===== config.mk =====
export PLATFORM = sky130hd
export DESIGN_NAME = piso_serializer_flat
export DESIGN_NICKNAME = d
export VERILOG_FILES = /design/src/rtl/piso_serializer_pkg.sv /design/src/rtl/piso_serializer_if.sv /design/src/rtl/piso_serializer_bitcnt.sv /design/src/rtl/piso_serializer.sv /design/src/flat_wrapper.sv
export SDC_FILE = /design/constraint.sdc
export NUM_CORES = 1
export LEC_CHECK = 0
export BUFFER_PORTS_ARGS = -buffer_cell sky130_fd_sc_hd__buf_2
export CELL_PAD_IN_SITES_DETAIL_PLACEMENT = 1
export CELL_PAD_IN_SITES_GLOBAL_PLACEMENT = 2
export CORE_MARGIN = 3
export CORE_UTILIZATION = 40
export CTS_CLUSTER_SIZE = 24
export DETAILED_ROUTE_END_ITERATION = 7
export GPL_TIMING_DRIVEN = 0
export MAX_ROUTING_LAYER = met4
export PLACE_DENSITY = 0.85
export SLEW_MARGIN = 25
export SYNTH_ARGS = -nofsm -noshare
export SYNTH_HDL_FRONTEND = slang
export SYNTH_SLANG_ARGS = --single-unit

===== constraint.sdc =====
create_clock -name clk -period 3.85 [get_ports clk]
set_input_delay 0.1925 -clock clk [delete_from_list [all_inputs] [get_ports clk]]
set_output_delay 0.1925 -clock clk [all_outputs]
set_load 0.05 [all_outputs]

===== src/rtl/piso_serializer_pkg.sv =====
// piso_serializer_pkg: shared FSM state type and counter sizing helper.
// Parity feature macro: SERIAL_OUT_PARITY_EN.
package piso_serializer_pkg;

  typedef enum logic [1:0] {
    IDLE,
    SHIFT,
    PARITY
  } state_t;

  // Bits needed to hold the counter range 0..w-1.
  function automatic int CNT_W(input int w);
    return (w < 2) ? 1 : $clog2(w);
  endfunction

endpackage


===== src/rtl/piso_serializer_if.sv =====
// piso_serializer_if: parallel load handshake and serial status bundle.
// Parity feature macro: SERIAL_OUT_PARITY_EN.
interface piso_serializer_if #(
  parameter int WIDTH = 24
);

  logic [WIDTH-1:0] din;
  logic             load;
  logic             ready;
  logic             D;
  logic             busy;
  logic             done;

  modport master (
    output din,
    output load,
    input  ready,
    input  D,
    input  busy,
    input  done
  );

  modport slave (
    input  din,
    input  load,
    output ready,
    output D,
    output busy,
    output done
  );

endinterface


===== src/rtl/piso_serializer_bitcnt.sv =====
// piso_bitcnt: loadable down-counter with zero flag for the bit index.
// Parity feature macro: SERIAL_OUT_PARITY_EN (not used here).
module piso_bitcnt #(
  parameter int W = 5
) (
  input  logic         clk,
  input  logic         rst,
  input  logic         i_load,
  input  logic [W-1:0] i_val,
  input  logic         i_dec,
  output logic         o_zero
);

  logic [W-1:0] r_cnt;

  // Load has priority over decrement; reset clears the count.
  always_ff @(posedge clk or posedge rst) begin
    if (rst) begin
      r_cnt <= '0;
    end else if (i_load) begin
      r_cnt <= i_val;
    end else if (i_dec) begin
      r_cnt <= r_cnt - 1'b1;
    end
  end

  assign o_zero = (r_cnt == '0);

endmodule


===== src/rtl/piso_serializer.sv =====
// piso_serializer: parallel-in serial-out shifter with back-to-back loads.
// Define SERIAL_OUT_PARITY_EN to append an even-parity bit to each frame.
module piso_serializer
  import piso_serializer_pkg::*;
#(
  parameter int WIDTH      = 24,
  parameter int MSB_FIRST  = 1,
  parameter int IDLE_LEVEL = 0
) (
  input logic               clk,
  input logic               rst,
  piso_serializer_if.slave  bus
);

  localparam int   CW      = CNT_W(WIDTH);
  localparam int   OUT_IDX = (MSB_FIRST != 0) ? WIDTH - 1 : 0;
  localparam logic IDLE_D  = (IDLE_LEVEL != 0);

  state_t           r_state;
  state_t           w_state_nxt;
  logic [WIDTH-1:0] r_sr;
  logic [WIDTH-1:0] w_sr_nxt;
  logic             r_d;
  logic             w_d_nxt;
  logic             r_done;
  logic             w_ready;
  logic             w_accept;
  logic             w_final;
  logic             w_cnt_zero;
  logic             w_cnt_dec;

`ifdef SERIAL_OUT_PARITY_EN
  logic             r_par;
  logic             w_par_nxt;
`endif

  assign w_cnt_dec = (r_state == SHIFT) && !w_cnt_zero;

`ifdef SERIAL_OUT_PARITY_EN
  assign w_final = (r_state == PARITY);
`else
  assign w_final = (r_state == SHIFT) && w_cnt_zero;
`endif

  assign w_ready  = (r_state == IDLE) || w_final;
  assign w_accept = bus.load && w_ready;

  piso_bitcnt #(
    .W (CW)
  ) u_bitcnt (
    .clk    (clk),
    .rst    (rst),
    .i_load (w_accept),
    .i_val  (CW'(WIDTH - 1)),
    .i_dec  (w_cnt_dec),
    .o_zero (w_cnt_zero)
  );

  // Next state, next shift contents and next serial bit.
  always_comb begin
    w_state_nxt = r_state;
    w_sr_nxt    = r_sr;
    w_d_nxt     = IDLE_D;
`ifdef SERIAL_OUT_PARITY_EN
    w_par_nxt   = r_par;
`endif
    case (r_state)
      SHIFT: begin
        if (MSB_FIRST != 0) begin
          w_sr_nxt = {r_sr[WIDTH-2:0], 1'b0};
        end else begin
          w_sr_nxt = {1'b0, r_sr[WIDTH-1:1]};
        end
        if (w_cnt_zero) begin
`ifdef SERIAL_OUT_PARITY_EN
          w_state_nxt = PARITY;
`else
          w_state_nxt = IDLE;
`endif
        end
      end
      default: begin
        w_state_nxt = IDLE;
      end
    endcase
    if (w_accept) begin
      w_state_nxt = SHIFT;
      w_sr_nxt    = bus.din;
`ifdef SERIAL_OUT_PARITY_EN
      w_par_nxt   = ^bus.din;
`endif
    end
    if (w_state_nxt == SHIFT) begin
      w_d_nxt = w_sr_nxt[OUT_IDX];
`ifdef SERIAL_OUT_PARITY_EN
    end else if (w_state_nxt == PARITY) begin
      w_d_nxt = w_par_nxt;
`endif
    end
  end

  // State, data path and output registers; reset aborts any frame.
  always_ff @(posedge clk or posedge rst) begin
    if (rst) begin
      r_state <= IDLE;
      r_sr    <= '0;
      r_d     <= IDLE_D;
      r_done  <= 1'b0;
    end else begin
      r_state <= w_state_nxt;
      r_sr    <= w_sr_nxt;
      r_d     <= w_d_nxt;
      r_done  <= w_final;
    end
  end

`ifdef SERIAL_OUT_PARITY_EN
  // Parity of the captured word, held for the trailing parity cycle.
  always_ff @(posedge clk or posedge rst) begin
    if (rst) begin
      r_par <= 1'b0;
    end else begin
      r_par <= w_par_nxt;
    end
  end
`endif

  assign bus.ready = w_ready;
  assign bus.D     = r_d;
  assign bus.busy  = (r_state != IDLE);
  assign bus.done  = r_done;

endmodule


===== src/flat_wrapper.sv =====
// flat-port wrapper written by rule: the top's interface ports become plain ports
module piso_serializer_flat import piso_serializer_pkg::*;
#(
  parameter int WIDTH      = 24,
  parameter int MSB_FIRST  = 1,
  parameter int IDLE_LEVEL = 0
)
  (clk, rst, bus_din, bus_load, bus_ready, bus_D, bus_busy, bus_done);
  piso_serializer_if #(.WIDTH(WIDTH)) bus_i ();
  input logic clk;
  input logic rst;
  input wire logic [$bits(bus_i.din)-1:0] bus_din;
  input wire logic [$bits(bus_i.load)-1:0] bus_load;
  output wire logic [$bits(bus_i.ready)-1:0] bus_ready;
  output wire logic [$bits(bus_i.D)-1:0] bus_D;
  output wire logic [$bits(bus_i.busy)-1:0] bus_busy;
  output wire logic [$bits(bus_i.done)-1:0] bus_done;
  assign bus_i.din = bus_din;
  assign bus_i.load = bus_load;
  assign bus_ready = bus_i.ready;
  assign bus_D = bus_i.D;
  assign bus_busy = bus_i.busy;
  assign bus_done = bus_i.done;
  piso_serializer #(.WIDTH(WIDTH), .MSB_FIRST(MSB_FIRST), .IDLE_LEVEL(IDLE_LEVEL)) u_core (.clk(clk), .rst(rst), .bus(bus_i));
endmodule

==> flow_summary.json <==
{
  "synth-seq-cells": 32,
  "drive_gt1_frac": 0.566,
  "gr-total-overflow": 0,
  "cp-startpoint": "u_core.u_bitcnt.r_cnt[0]",
  "io_pins": 31,
  "cts_max_level": 2,
  "p_comb_frac": 0.305,
  "ys_warn_count": 0,
  "ys_types": 29,
  "layout_common_cells": "buf_2, dfrtp_1, mux2_2",
  "die_w_um": 71.4,
  "ctsResizeCount": 0,
  "io_buffers": 30,
  "postRouteAntennaNets": 0,
  "powerDensity_nw_per_um2": 559,
  "row_count": 23,
  "place.gp.congestion": 0.766,
  "worstPathMaxFanout": 6,
  "grtUsageTotal": 0.152,
  "via_per_inst": 5.14,
  "reg2reg_to": "u_core.r_sr[3]",
  "drt_iter0_drc": 39,
  "p_sw_uw": 315,
  "crit_top_cell": "buf_2",
  "clk_pin_slew_ns": 0.06,
  "maxSlewHeadroom": 0.548,
  "dieHeight_um": 71.4,
  "wl_mm": 3.39,
  "p_int_uw": 812,
  "critical_path_required_ns": 3.66,
  "dpl_cell_area_sq_um": 1920,
  "p_sw_frac": 0.280,
  "cts_root_buf": "clkbuf_8",
  "syn_inst": 128,
  "grt_max_degree": 33,
  "antennaDiodeCount": 0,
  "fin_util": 0.497,
  "critPathArrivalTime_ns": 2.02,
  "clock_path_buffers": 2,
  "syn_to_final_growth_pct": 17.8,
  "seq_power_share": 0.461,
  "drt_first_pass_iters": 4,
  "clkPwrFrac": 0.234,
  "crit_buf_inv": 3,
  "total_power_uw": 1130,
  "postCtsSetupBuffers": 0,
  "synth_fp_nets": 156,
  "cap_violations": 0,
  "finalSetupTns_ns": 0,
  "period_minus_slack_ns": 2.21,
  "max_stage_delay_ns": 0.44,
  "synth.avg_cell_area_sq_um": 13.4,
  "ir_worst_vdd_uv": 280,
  "cp-start-kind": "flop",
  "die_area_sq_um": 5100,
  "regToRegSetupSlack_ns": 1.93,
  "regArea_sq_um": 801,
  "fmax_mhz": 451,
  "cp_slowest_cell": "or4b_1",
  "grt_pass1_wl_mm": 5.81,
  "clk_latency_ns": 0.28,
  "min_period_over_period": 0.575,
  "layout.nets": 193,
  "drv_slew": 0,
  "drc_errors": 0,
  "path_delay_family": "buffers and inverters",
  "clkSinkCount": 32,
  "setup_viol": 0,
  "worstMarginPinSlew_ns": 0.677,
  "r2r-start": "u_core.u_bitcnt.r_cnt[0]",
  "status": "finished, final reports clean",
  "fin_area_sq_um": 2020,
  "core_area_sq_um": 4060,
  "finClkSkew_ns": 0.00745,
  "nFillCells": 433,
  "initial_core_util": 0.422,
  "finalHoldViolations": 0,
  "syn_area_sq_um": 1710,
  "crit_chain": "inv_1, ha_1, or4b_1, buf_2, a21oi_1, buf_2",
  "hold_class": "in2async",
  "multiInputGateArea_sq_um": 826,
  "yosysSeqAreaShare": 0.468,
  "p_leak_uw": 0.000961,
  "place_inst": 208,
  "end_kind": "output port",
  "dpl.hpwl_mm": 2.44,
  "cts_buffers": 5,
  "first_global_vias": 1248,
  "antenna_found_initial": 0,
  "stdcell_count": 216,
  "worstSetupPathType": "reg2out",
  "r2r.worst_path.cells": 6,
  "post_drt_wl_per_cell_um": 15.7,
  "rsz0062_at_grt": "no",
  "vias": 1111,
  "cts_tree": "yes",
  "cts_hold_buf": 0
}
-- cell families after synthesis --
family                   count (synthesis)  share of synthesized area
multiplexers                            45                      0.330
flip-flops                              32                      0.468
AND/OR/NAND/NOR                         20                     0.0782
AO/OA/AOI/OAI                           17                     0.0643
buffers and inverters                   12                     0.0497
adder cells (fa/ha/maj)                  1                    0.00731
other                                    1                    0.00219
-- power groups by stage --
stage,Combinational [uW],Clock [uW],Sequential (uW)
after global placement,329,0,516
after detailed placement,346,0,527
after CTS,349,272,521
after global routing,376,289,537
final,344,264,520
after floorplan,288,0,504
-- per-stage QoR --
stage	setup slack, ns	hold slack (ns)
floorplan	1.66	0.309
global placement	1.98	0.424
detailed placement	1.93	0.338
CTS	1.61	0.0335
global route	1.49	0.0592
finish	1.64	0.0112
-- synthesized netlist by cell type, drive strengths merged --
cell type / instances / share of area
mux2: 44 / 0.32
a2bb2oi: 1 / 0.0051
nor4: 1 / 0.0037
a21oi: 6 / 0.018
conb: 1 / 0.0022
o211ai: 3 / 0.013
nor2b: 1 / 0.0037
or2: 1 / 0.0037
a21boi: 1 / 0.0044
or3b: 1 / 0.0051
nand3b: 1 / 0.0044
nor3: 3 / 0.0088
nor2: 2 / 0.0044
buf: 7 / 0.039
o21ai: 6 / 0.024
nor4b: 1 / 0.014
or4b: 1 / 0.0058
nand2: 3 / 0.0066
and3: 1 / 0.0037
and2b: 1 / 0.0044
dfrtp: 32 / 0.47
inv: 5 / 0.011
ha: 1 / 0.0073
nand2b: 2 / 0.0073
mux2i: 1 / 0.0058
nand3: 1 / 0.0029
-- state kept, by name, indices dropped and copies added (netlist names) --
register               cells
u_core.r_state             2
u_core.bus.D               1
u_core.u_bitcnt.r_cnt      5
u_core.bus.done            1
u_core.r_sr               23
-- worst max path at each step --
stage	to	slack [ns]	cells past startpoint
6_report	bus_ready	1.64	6
5_1_grt	bus_ready	1.49	6
4_1_cts	bus_ready	1.61	6
3_5_place_dp	bus_ready	1.93	6
3_3_place_gp	bus_ready	1.98	6
2_1_floorplan	bus_ready	1.66	5
-- worst register-to-register path: stages, from the launching register on --
cell,delay [ns]
dfrtp_1,0.40
inv_1,0.09
ha_1,0.23
nor4b_4,0.42
o21ai_4,0.17
buf_6,0.20
mux2_4,0.30
-- metal layers --
layer | wire length [um] | track usage | part of all wire
met1 | 1470 | 0.173 | 0.43
met2 | 1750 | 0.256 | 0.52
met3 | 138 | 0.0421 | 0.041
met4 | 33 | 0.0501 | 0.0097
met5 | 0 | - | 0
-- area by class of cell --
type | count | share of cell area
timing repair buffer | 30 | 0.0744
buffer | 7 | 0.0329
clock buffer | 6 | 0.0409
clock inverter | 2 | 0.00496
multi-input combinational | 84 | 0.409
inverter | 5 | 0.00931
sequential | 32 | 0.397
tap | 50 | 0.0310
Note: power is estimated with default switching activity, not from simulation.
